## config.mk

```make
export PLATFORM = sky130hd
export DESIGN_NAME = button_debounce_bank
export DESIGN_NICKNAME = d
export VERILOG_FILES = /design/src/rtl/debounce_pkg.sv /design/src/rtl/debounce_channel.sv /design/src/rtl/button_debounce_bank.sv
export SDC_FILE = /design/constraint.sdc
export NUM_CORES = 1
export LEC_CHECK = 0
export BUFFER_PORTS_ARGS = -buffer_cell sky130_fd_sc_hd__clkbuf_2
export CAP_MARGIN = 20
export CELL_PAD_IN_SITES_DETAIL_PLACEMENT = 1
export CELL_PAD_IN_SITES_GLOBAL_PLACEMENT = 1
export CORE_MARGIN = 2
export CORE_UTILIZATION = 54
export CTS_BUF_LIST = sky130_fd_sc_hd__clkbuf_4 sky130_fd_sc_hd__clkbuf_8
export DETAILED_ROUTE_END_ITERATION = 16
export PLACE_DENSITY = 0.84
export SLEW_MARGIN = 20
export SYNTH_ARGS = -nofsm -noshare
export SYNTH_HDL_FRONTEND = slang
export SYNTH_SLANG_ARGS = --single-unit
```

## constraint.sdc

```tcl
create_clock -name clk -period 4.3 [get_ports clk]
set_input_delay 0.215 -clock clk [delete_from_list [all_inputs] [get_ports clk]]
set_output_delay 0.215 -clock clk [all_outputs]
set_load 0.02 [all_outputs]
```

## src/rtl/debounce_pkg.sv

```systemverilog
// Shared types and width helpers for the pushbutton debounce bank.
package debounce_pkg;

  typedef enum logic {
    MODE_FOLLOW = 1'b0,
    MODE_TOGGLE = 1'b1
  } led_mode_e;

  typedef enum logic {
    BTN_IDLE    = 1'b0,
    BTN_PRESSED = 1'b1
  } btn_state_e;

  // Debounce counter only ever reaches DEBOUNCE_CYC-1, so $clog2(DEBOUNCE_CYC) bits suffice.
  function automatic int cnt_w(input int debounce_cyc);
    return (debounce_cyc <= 2) ? 1 : $clog2(debounce_cyc);
  endfunction

  // Hold counter saturates at LONG_CYC inclusive; a disabled (0) window still needs a legal width.
  function automatic int hold_w(input int long_cyc);
    return (long_cyc <= 1) ? 1 : $clog2(long_cyc + 1);
  endfunction

endpackage

```

## src/rtl/debounce_channel.sv

```systemverilog
// One button channel: synchroniser, debounce window, press/release/hold strobes, LED drive.
module debounce_channel
  import debounce_pkg::*;
#(
  parameter int SYNC_STAGES  = 2,
  parameter int DEBOUNCE_CYC = 1000,
  parameter int LONG_CYC     = 50000,
  parameter bit ACTIVE_HIGH  = 1'b1
) (
  input  logic clk,
  input  logic rst_n,
  input  logic btn_i,
  input  logic mode_i,
  output logic btn_state_o,
  output logic press_o,
  output logic release_o,
  output logic hold_o,
  output logic led_o
);

  localparam int CW = cnt_w(DEBOUNCE_CYC);
  localparam logic [CW-1:0] CNT_LAST = CW'(DEBOUNCE_CYC - 1);

  logic                   btn_pol;
  logic [SYNC_STAGES-1:0] sync_q;
  logic                   sync;

  btn_state_e             state_q, state_d;
  logic [CW-1:0]          cnt_q, cnt_d;
  logic                   press_q, press_d;
  logic                   release_q, release_d;
  logic                   led_q, led_d;
  logic                   hold_q;
  logic                   mismatch, accept;
  led_mode_e              mode;

  assign btn_pol = ACTIVE_HIGH ? btn_i : ~btn_i;
  assign sync    = sync_q[SYNC_STAGES-1];
  assign mode    = led_mode_e'(mode_i);

  always_ff @(posedge clk or negedge rst_n) begin
    if (!rst_n) sync_q <= '0;
    else        sync_q <= {sync_q[SYNC_STAGES-2:0], btn_pol};
  end

  // Any cycle of agreement restarts the window; acceptance also clears it.
  always_comb begin
    mismatch  = sync != (state_q == BTN_PRESSED);
    accept    = mismatch && (cnt_q == CNT_LAST);
    cnt_d     = (!mismatch || accept) ? '0 : cnt_q + CW'(1);
    state_d   = state_q;
    if (accept) state_d = (state_q == BTN_PRESSED) ? BTN_IDLE : BTN_PRESSED;
    press_d   = accept && (state_q == BTN_IDLE);
    release_d = accept && (state_q == BTN_PRESSED);
    if (mode == MODE_FOLLOW) led_d = (state_d == BTN_PRESSED);
    else                     led_d = press_d ? ~led_q : led_q;
  end

  always_ff @(posedge clk or negedge rst_n) begin
    if (!rst_n) begin
      state_q   <= BTN_IDLE;
      cnt_q     <= '0;
      press_q   <= 1'b0;
      release_q <= 1'b0;
      led_q     <= 1'b0;
    end else begin
      state_q   <= state_d;
      cnt_q     <= cnt_d;
      press_q   <= press_d;
      release_q <= release_d;
      led_q     <= led_d;
    end
  end

  generate
    if (LONG_CYC > 0) begin : g_hold
      localparam int HW = hold_w(LONG_CYC);
      localparam logic [HW-1:0] HOLD_MAX  = HW'(LONG_CYC);
      localparam logic [HW-1:0] HOLD_FIRE = HW'(LONG_CYC - 1);

      logic [HW-1:0] hold_cnt_q, hold_cnt_d;
      logic          hold_d;

      // Counts edges spent pressed; fires on the edge that brings the count to LONG_CYC.
      always_comb begin
        hold_cnt_d = hold_cnt_q;
        if (state_q == BTN_IDLE)        hold_cnt_d = '0;
        else if (hold_cnt_q != HOLD_MAX) hold_cnt_d = hold_cnt_q + HW'(1);
        hold_d = (state_q == BTN_PRESSED) && (hold_cnt_q == HOLD_FIRE);
      end

      always_ff @(posedge clk or negedge rst_n) begin
        if (!rst_n) begin
          hold_cnt_q <= '0;
          hold_q     <= 1'b0;
        end else begin
          hold_cnt_q <= hold_cnt_d;
          hold_q     <= hold_d;
        end
      end
    end else begin : g_no_hold
      assign hold_q = 1'b0;
    end
  endgenerate

  assign btn_state_o = (state_q == BTN_PRESSED);
  assign press_o     = press_q;
  assign release_o   = release_q;
  assign hold_o      = hold_q;
  assign led_o       = led_q;

endmodule

```

## src/rtl/button_debounce_bank.sv

```systemverilog
// N_CH independent debounced pushbutton channels with pulse strobes and follow/toggle LEDs.
module button_debounce_bank
  import debounce_pkg::*;
#(
  parameter int N_CH         = 4,
  parameter int SYNC_STAGES  = 2,
  parameter int DEBOUNCE_CYC = 1000,
  parameter int LONG_CYC     = 50000,
  parameter bit ACTIVE_HIGH  = 1'b1
) (
  input  logic            clk,
  input  logic            rst_n,
  input  logic [N_CH-1:0] btn_in_i,
  input  logic [N_CH-1:0] mode_i,
  output logic [N_CH-1:0] btn_state_o,
  output logic [N_CH-1:0] press_pulse_o,
  output logic [N_CH-1:0] release_pulse_o,
  output logic [N_CH-1:0] hold_pulse_o,
  output logic [N_CH-1:0] led_o
);

  for (genvar g = 0; g < N_CH; g++) begin : g_ch
    debounce_channel #(
      .SYNC_STAGES (SYNC_STAGES),
      .DEBOUNCE_CYC(DEBOUNCE_CYC),
      .LONG_CYC    (LONG_CYC),
      .ACTIVE_HIGH (ACTIVE_HIGH)
    ) u_ch (
      .clk        (clk),
      .rst_n      (rst_n),
      .btn_i      (btn_in_i[g]),
      .mode_i     (mode_i[g]),
      .btn_state_o(btn_state_o[g]),
      .press_o    (press_pulse_o[g]),
      .release_o  (release_pulse_o[g]),
      .hold_o     (hold_pulse_o[g]),
      .led_o      (led_o[g])
    );
  end

endmodule

```

=== Word level (Yosys, flattened, before mapping) ===
Index checks and enable logic that the tools add are counted.

* Reduce and logical (&&, ||, !) cells: 24
* Add/sub/neg operators: 8
* Bitwise operators: 8
* Mux-type cells: 28
* Equality and inequality tests: 24

{| class="wikitable"
|+ Operator list
! kind !! count
|-
| $mux 16 || 8
|-
| $add 16x1->16 const B || 4
|-
| $eq 16x16->1 const B || 4
|-
| $ne 16x16->1 const B || 4
|-
| $add 10x1->10 const B || 4
|-
| $eq 10x10->1 const B || 4
|-
| $mux 10 || 4
|-
| $logic_and 1x1->1 || 16
|-
| $mux 1 || 16
|-
| $ne 2x1->1 const B || 4
|-
| $ne 2x2->1 const B || 4
|-
| $not 1->1 || 8
|-
| $logic_not 1->1 || 4
|-
| $logic_or 1x1->1 || 4
|-
| $ne 1x1->1 || 4
|}

* Bits of input ports: 10
* Word-level logic and storage cells: 124
* Register bits: 132
* Output and inout port bits: 20

=== Depth between registers and ports, before layout ===
Gate-level depths: netlist of the first run.

* Depth after elaboration: 5
* Mapped depth: 6
* Mapped depth without buffers: 6

=== By module ===
A second synthesis of the first run with hierarchy kept.

* Cell total of the unflattened synthesis: 642
* Area total of the unflattened synthesis: 6462.4 µm²

{| class="wikitable"
|+ Modules (own cells, without submodules)
! module !! area each (µm²) !! times used !! cells an instance !! seq. area each (µm²)
|-
| debounce_channel at g_ch[2].u_ch ... || 1611.5 || 2 || 159 || 825.8
|-
| debounce_channel at g_ch[0].u_ch || 1655.3 || 1 || 163 || 825.8
|-
| debounce_channel at g_ch[1].u_ch || 1584.0 || 1 || 161 || 825.8
|}

=== Worst setup path before layout of the first run ===
OpenSTA, ideal clock, no wires.

* Kind: register to register
* Start: register g_ch[1].u_ch.cnt_q[0]
* End: register g_ch[1].u_ch.cnt_q[3]
* Data required time: 4180 ps
* Path buffers: 1
* Period minus slack after synthesis: 1558 ps
* Setup time: 120 ps
* Arrival: 1437 ps
* Path slack: 2742 ps
* Stages on the path, launching flop included: 7
* Cells stage by stage: dfrtp_1 -> ha_1 -> nand4b_1 -> nor3_1 -> or2_2 -> buf_2 -> nor2_1

* Word-level cells in the longest chain between the ends: 4
* Elaborated cells between the ends (all ways): 5
* Classes of those cells: add/sub: 1; eq/ne: 1; mux: 1; reduce/logical: 2

{| class="wikitable"
|+ Ends and longest elaborated chain
! item !! RTL line !! text
|-
| start, declared || debounce_channel.sv:29 || <nowiki>logic [CW-1:0] cnt_q, cnt_d;</nowiki>
|-
| start signal, assigned || debounce_channel.sv:68 || <nowiki>cnt_q <= cnt_d;</nowiki>
|-
| branches (longest 3 deep; another with $add 10x1->10) || n/a ||
|-
| $mux 10 * || debounce_channel.sv:50 || <nowiki>cnt_d = (!mismatch || accept) ? '0 : cnt_q + CW'(1);</nowiki>
|-
| via g_ch[1].u_ch.cnt_d[3] || debounce_channel.sv:29 ||
|}

Mark *: on every way through the listed nets, which the timed path passes.
A chain may end at the register's enable or synchronous reset.

=== Final worst setup path of the first run ===
* Start: register g_ch[1].u_ch.cnt_q[0]
* End: register g_ch[1].u_ch.cnt_q[5]

Same word-level chain as after synthesis.

==> results of run 1 <==
## per-stage QoR
step	instance area, um2	hold slack (ns)	power, mW	std cells
after floorplan	6420	-0.08059	1.312	641
after global placement	6546	0.3199	1.347	781
after detailed placement	6546	0.3204	1.353	781
after CTS	6950	0.07426	2.312	816
after global routing	6950	0.1053	2.372	816
final	6950	0.1025	2.287	816
## power groups by stage
stage | clock network [mW] | registers, mW | logic, mW
6_report | 0.955 | 1.27 | 0.0638
5_1_grt | 1.03 | 1.27 | 0.0747
4_1_cts | 0.978 | 1.27 | 0.0666
3_5_place_dp | 0 | 1.29 | 0.0621
3_3_place_gp | 0 | 1.29 | 0.0588
2_1_floorplan | 0 | 1.29 | 0.0252
## per-layer routing
layer	vias to the layer above	part of all wire, %	track usage, %
li1	2226	-	-
met1	2364	44	30.02
met2	50	52	40.16
met3	18	2.6	5.999
met4	0	1.3	6.829
met5	-	0	0
## repair_timing
item | in CTS | in global routing
hold endpoints to repair | 88 | 0
hold buffers | 5 | 0
endpoints found under the setup margin | 0 | 0
## cells by family (layout without fill, tap and decap cells)
family | after synthesis | count (layout) | share of synthesized area, %
multiplexers | 12 | 12 | 1.871
XOR/XNOR | 75 | 75 | 10.23
AND/OR/NAND/NOR | 307 | 307 | 25.08
AO/OA/AOI/OAI | 44 | 44 | 4.210
buffers and inverters | 59 | 91 | 4.814
flip-flops | 132 | 132 | 51.45
adder cells (fa/ha/maj) | 12 | 12 | 2.339
## worst max-delay path, delay by kind of cell, from the launching register on
family	cells	cell delay, ns
flip-flops	1	0.39
AND/OR/NAND/NOR	4	1.06
adder cells (fa/ha/maj)	1	0.27
## area by class of cell
class | count | area (um2)
multi-input cells | 450 | 2808
inverters | 26 | 97.59
clock buffers | 24 | 299.0
clock inverters | 6 | 55.05
well taps | 143 | 178.9
flip-flops and latches | 132 | 3303
fillers | 1281 | 4566
repair buffers | 35 | 209.0
## cell usage in the layout (no fill, tap or decap), drive strengths merged, types with 7 or more instances in the layout
master,instances
nor2,96
nand4,21
o21ai,14
dfrtp,132
nand2,50
inv,24
and4,8
mux2i,12
ha,12
nand2b,8
xnor2,47
nor4,15
a21oi,14
nor3,19
clkbuf,52
clkinv,7
nand3,38
xor2,28
or3,7
and3,12
## flip-flops by register name, indices dropped and copies added (netlist names)
register and count:
g_ch.u_ch.release_o 4, g_ch.u_ch.hold_o 4, g_ch.u_ch.press_o 4, g_ch.u_ch.btn_state_o 4, g_ch.u_ch.sync_q 8, g_ch.u_ch.led_o 4, g_ch.u_ch.cnt_q 40, g_ch.u_ch.g_hold.hold_cnt_q 64
## final timing paths
kind / cells past startpoint / startpoint / slack [ns] / endpoint
max reg2reg: 5 / g_ch[1].u_ch.cnt_q[0] / 2.46 / g_ch[1].u_ch.cnt_q[5]
min: 3 / mode_i[0] / 0.10 / g_ch[0].u_ch.led_o
min reg2reg: 0 / g_ch[3].u_ch.sync_q[0] / 0.35 / g_ch[3].u_ch.sync_q[1]
max: 5 / g_ch[1].u_ch.cnt_q[0] / 2.46 / g_ch[1].u_ch.cnt_q[5]
min in group asynchronous: 2 / rst_n / 0.39 / g_ch[0].u_ch.g_hold.hold_cnt_q[7]
max in group asynchronous: 3 / rst_n / 2.76 / g_ch[3].u_ch.press_o
==> impl_metrics.toml, run 1 <==
[status]
status = "complete, but fails checks"
violations = "DRC"

[grt]
antenna_found_initial = 0
grt_use_total_pct = 23.60
grt_pass1_wl_um = 24330
grt_pass1_vias = 5127
grt_max_degree = 86
overflow = 0

[timing]
grt_setup_unrepaired = "false"
final_hold_viol_count = 0
setup_violations = 0
fin_crit_sh_pct = 42.74
layout_setup_ws_ns = 2.462
fmax_mhz = 544.2
fin_skew_ns = 0.009075
drv_slew = 0
max-slew-margin-rel_pct = 47.43
min_period_ns = 1.838
tightest_slew_ns = 0.7886
final.setup.tns_ns = 0

[clock_network]
postCtsSetupBuffers = 0
cts_buffers = 17
numClockSinks = 132
clkLatencyLatePin_ns = 0.43
htree_levels = 4
cts_tree = "built"
clk_path_buf_depth = 2
cts_resized = 0
cts_root_buffer = "clkbuf_8"
path_clk_slew_ns = 0.07

[yosys]
synth_flop_cell = "dfrtp_1"
ys_async_sr_fraction_pct = 100.0
synth_edf_count = 0
syn_inst = 641
yosysWarnings = 0
synth_common_cells = "dfrtp_1, nor2_1, nand2_1"
netlist_area_um2 = 6420
synth_fp_nets = 663
synth.area.top_cells = "dfrtp_1, xnor2_1, nor2_1"
ys_seq_elements = 132
yosysTopAreaCell = "dfrtp_1"
synth.distinct_cells = 52
ys_seq_area_share_pct = 51.45
yosysMostFrequentCell = "dfrtp_1"
avgSynthCellArea_um2 = 10.02
synth.top_cell.area_share_pct = 51.45

[place]
dp_slack_ns = 2.500
dp_hpwl_um = 9382
port_buffers = 29
place.gp.congestion = 0.8664

[floorplan]
start_util_pct = 55.75
num_io_pins = 30
chipHeight_um = 113.0
die_w_um = 113.0
coreArea_um2 = 11520
dieArea_um2 = 12780
num_rows = 39

[setup_path]
cp.arrival_ns = 2.15
start_kind = "flip-flop"
critical_path.max_fanout = 9
cp-end-kind = "flip-flop"
worstPathRequired_ns = 4.62
crit_path_top_delay_cell = "nor3_1"
crit_chain = "ha_1 > nand4b_1 > nor3_1 > or2_2 > nor2_1"
crit_type = "flip-flop to flip-flop"
cpPeakStageDelay_ns = 0.49

[power]
internal-power_mw = 1.782
seqPwrFrac_pct = 55.4
p_clk_share_pct = 41.8
peakVddDrop_mv = 0.2498
switching_share_pct = 22.05
p_leak_nw = 2.934
combPwrFrac_pct = 2.8
power.switching_mw = 0.5043
pwr_density_cell_nw_per_um2 = 329.0

[detailed_routing]
dr_total_vias = 4658
drc = 3
wl_per_cell_um = 16.77
drt_wl_total_um = 13680
drt_pass1_iterations = 10
drt_iter0_markers = 236
ant_nets = 0
drt-vias-per-instance = 5.708

[job]
maxCapViolCount = 0

[worst_hold_path]
hold_path_class = "input pin to flip-flop"

[layout]
area_growth_pct = 8.264
final_nets = 684
antenna-diode-count = 0
utilization_pct = 60.35
drive_gt1_share_pct = 10.85
(Power assumes the default switching activity.)
==> inputs of run 2 (changes only) <==
Settings changed: CORE_UTILIZATION 54 to 50, PLACE_DENSITY 0.84 to 0.79.
Clock period 4.3 ns to 1.74 ns, I/O delays scaled along.
==> run 2 against run 1 <==
The flow now finishes without violations. Die area is 7.7% higher. First-iteration DRC count is 22% lower. Sequential share of layout area decreased by 2.3 points. Via count grew 0.77%. Critical path type unchanged. Clock-buffer cell count shrank 5. Routed wire length increased by 0.67%. Clock power rose to 2.8 times the previous value. Sequential power up 150%. Largest power group unchanged. Hold slack gained 0.16 ns. Critical path depth did not move. Global-route usage fell by 2.2 points.
==> impl_metrics.toml, run 2 (synthesis gave the netlist of run 1 again) <==
[status]
status = "complete, no violations"

[timing]
layout_setup_ws_ns = 0.09946
final.setup.tns_ns = 0
fin_crit_sh_pct = 94.28
drv_slew = 0
tightest_slew_ns = 0.7258
setup_violations = 0
fmax_mhz = 609.6
fin_skew_ns = 0.01074
min_period_ns = 1.641
final_hold_viol_count = 0
max-slew-margin-rel_pct = 51.61

[power]
internal-power_mw = 4.644
pwr_density_cell_nw_per_um2 = 821.0
peakVddDrop_mv = 1.083
p_leak_nw = 3.064
p_clk_share_pct = 45.1
combPwrFrac_pct = 2.8
seqPwrFrac_pct = 52.1
power.switching_mw = 1.360
switching_share_pct = 22.66

[setup_path]
crit_type = "flip-flop to flip-flop"
critical_path.max_fanout = 5
r2r_cells = 5
worst_r2r_endpoint = "g_ch[2].u_ch.g_hold.hold_cnt_q[13]"
reg2reg_from = "g_ch[2].u_ch.g_hold.hold_cnt_q[3]"
r2r_setup_slack_ns = 0.1
start_kind = "flip-flop"
cp.arrival_ns = 2.01
worstPathRequired_ns = 2.11
cp-end-kind = "flip-flop"

[grt]
grt_max_degree = 133
grt_pass1_vias = 5211
antenna_found_initial = 0
grt_use_total_pct = 21.40
grt_pass1_wl_um = 24140
overflow = 0

[detailed_routing]
drt_iter0_markers = 185
wl_per_cell_um = 15.87
drt_pass1_iterations = 4
ant_nets = 0
drc = 0
dr_total_vias = 4694
drt-vias-per-instance = 5.408
drt_wl_total_um = 13770

[layout]
reg_top3 = "g_ch.u_ch.g_hold.hold_cnt_q x64, g_ch.u_ch.cnt_q x40, g_ch.u_ch.sync_q x8"
area_growth_pct = 13.92
largest_register_ffs = 64
top_register = "g_ch.u_ch.g_hold.hold_cnt_q"
drive_gt1_share_pct = 14.94
layout_common_cells = "dfrtp_1, nor2_1, nand2_1"
antenna-diode-count = 0
layout_commonest_cell = "dfrtp_1"
utilization_pct = 58.19
final_nets = 705

[place]
place.gp.congestion = 0.7988
dp_hpwl_um = 9340
dp_slack_ns = -0.04548
port_buffers = 29

[floorplan]
die_w_um = 117.3
start_util_pct = 51.08
num_io_pins = 30
dieArea_um2 = 13760
chipHeight_um = 117.3
coreArea_um2 = 12570
num_rows = 41

[clock_network]
clkLatencyLatePin_ns = 0.46
cts_tree = "built"
htree_levels = 4
cts_root_buffer = "clkbuf_8"
cts_buffers = 17
clk_path_buf_depth = 2
numClockSinks = 132
path_clk_slew_ns = 0.08

[job]
maxCapViolCount = 0

[worst_hold_path]
hold_path_class = "input pin to asynchronous set/reset pin"
run 2: cell count changes in the layout (fill, tap and decap cells not counted), sizes merged:
cell / before / now
buf: 2 / 19
clkbuf: 52 / 47
dlygate4sd3: 5 / 9
bufinv: 1 / 3
clkinv: 7 / 9
clkinvlp: 0 / 2
inv: 24 / 25
run 2: area by class of cell:
cell class / instances / area [um2]
clock buffer: 19 / 261.5
multi-input combinational: 450 / 2893
sequential: 132 / 3304
tap: 172 / 215.2
clock inverter: 13 / 156.4
fill: 1417 / 5255
inverter: 26 / 97.59
timing repair buffer: 56 / 385.4
run 2: per-layer routing:
| layer | share of wire (%) | up-vias | track usage, % | wire length [um] |
|---|---|---|---|---|
| met5 | 0 | - | 0 | 0 |
| met4 | 1.2 | 0 | 7.380 | 161 |
| met3 | 2.6 | 15 | 5.691 | 355 |
| met2 | 52 | 50 | 36.15 | 7126 |
| met1 | 45 | 2364 | 26.62 | 6129 |
| li1 | - | 2265 | - | - |
run 2: per-stage QoR:
stage	cells	power (mW)	hold slack (ns)	instance area, um2
2_1_floorplan	641	3.242	-0.2086	6420
3_3_place_gp	826	3.333	0.1961	6711
3_5_place_dp	826	3.342	0.1977	6711
4_1_cts	867	6.079	0.2441	7234
5_1_grt	868	6.259	0.2547	7313
6_report	868	6.004	0.2579	7313
run 2: how the worst max path moves through the flow:
| stage | start | to | slack (ns) | cells past startpoint |
|---|---|---|---|---|
| after global placement | g_ch[0].u_ch.cnt_q[0] | g_ch[0].u_ch.cnt_q[9] | 0.12 | 5 |
| after CTS | g_ch[3].u_ch.cnt_q[0] | g_ch[3].u_ch.led_o | 0.05 | 5 |
| final | g_ch[2].u_ch.g_hold.hold_cnt_q[3] | g_ch[2].u_ch.g_hold.hold_cnt_q[13] | 0.1 | 5 |
| after floorplan | g_ch[1].u_ch.cnt_q[0] | g_ch[1].u_ch.cnt_q[3] | 0.18 | 6 |
| after detailed placement | g_ch[0].u_ch.cnt_q[0] | g_ch[0].u_ch.cnt_q[3] | -0.05 | 5 |
| after global routing | g_ch[1].u_ch.g_hold.hold_cnt_q[0] | g_ch[1].u_ch.g_hold.hold_cnt_q[0] | -0.04 | 6 |
run 2: power groups by stage:
stage          sequential [mW]  combinational, mW  clock (mW)
2_1_floorplan             3.18             0.0622           0
3_3_place_gp              3.19              0.148           0
3_5_place_dp              3.19              0.154           0
4_1_cts                   3.13              0.171        2.78
5_1_grt                   3.13              0.196        2.93
6_report                  3.13              0.166        2.71
run 2: repair_timing:
item | in CTS | in global routing
endpoints found under the hold margin | 140 | 0
pin swaps | 0 | 4
buffers inserted | 0 | 1
gates resized for setup | 2 | 13
setup endpoints to repair | 10 | 27
hold buffers | 9 | 0
run 2: critical path, cell delays in order, from the launching register on:
cell and delay (ns):
dfrtp_1 0.49, nand4_1 0.25, nor4_1 0.32, buf_4 0.18, nand4_1 0.12, mux2i_1 0.19
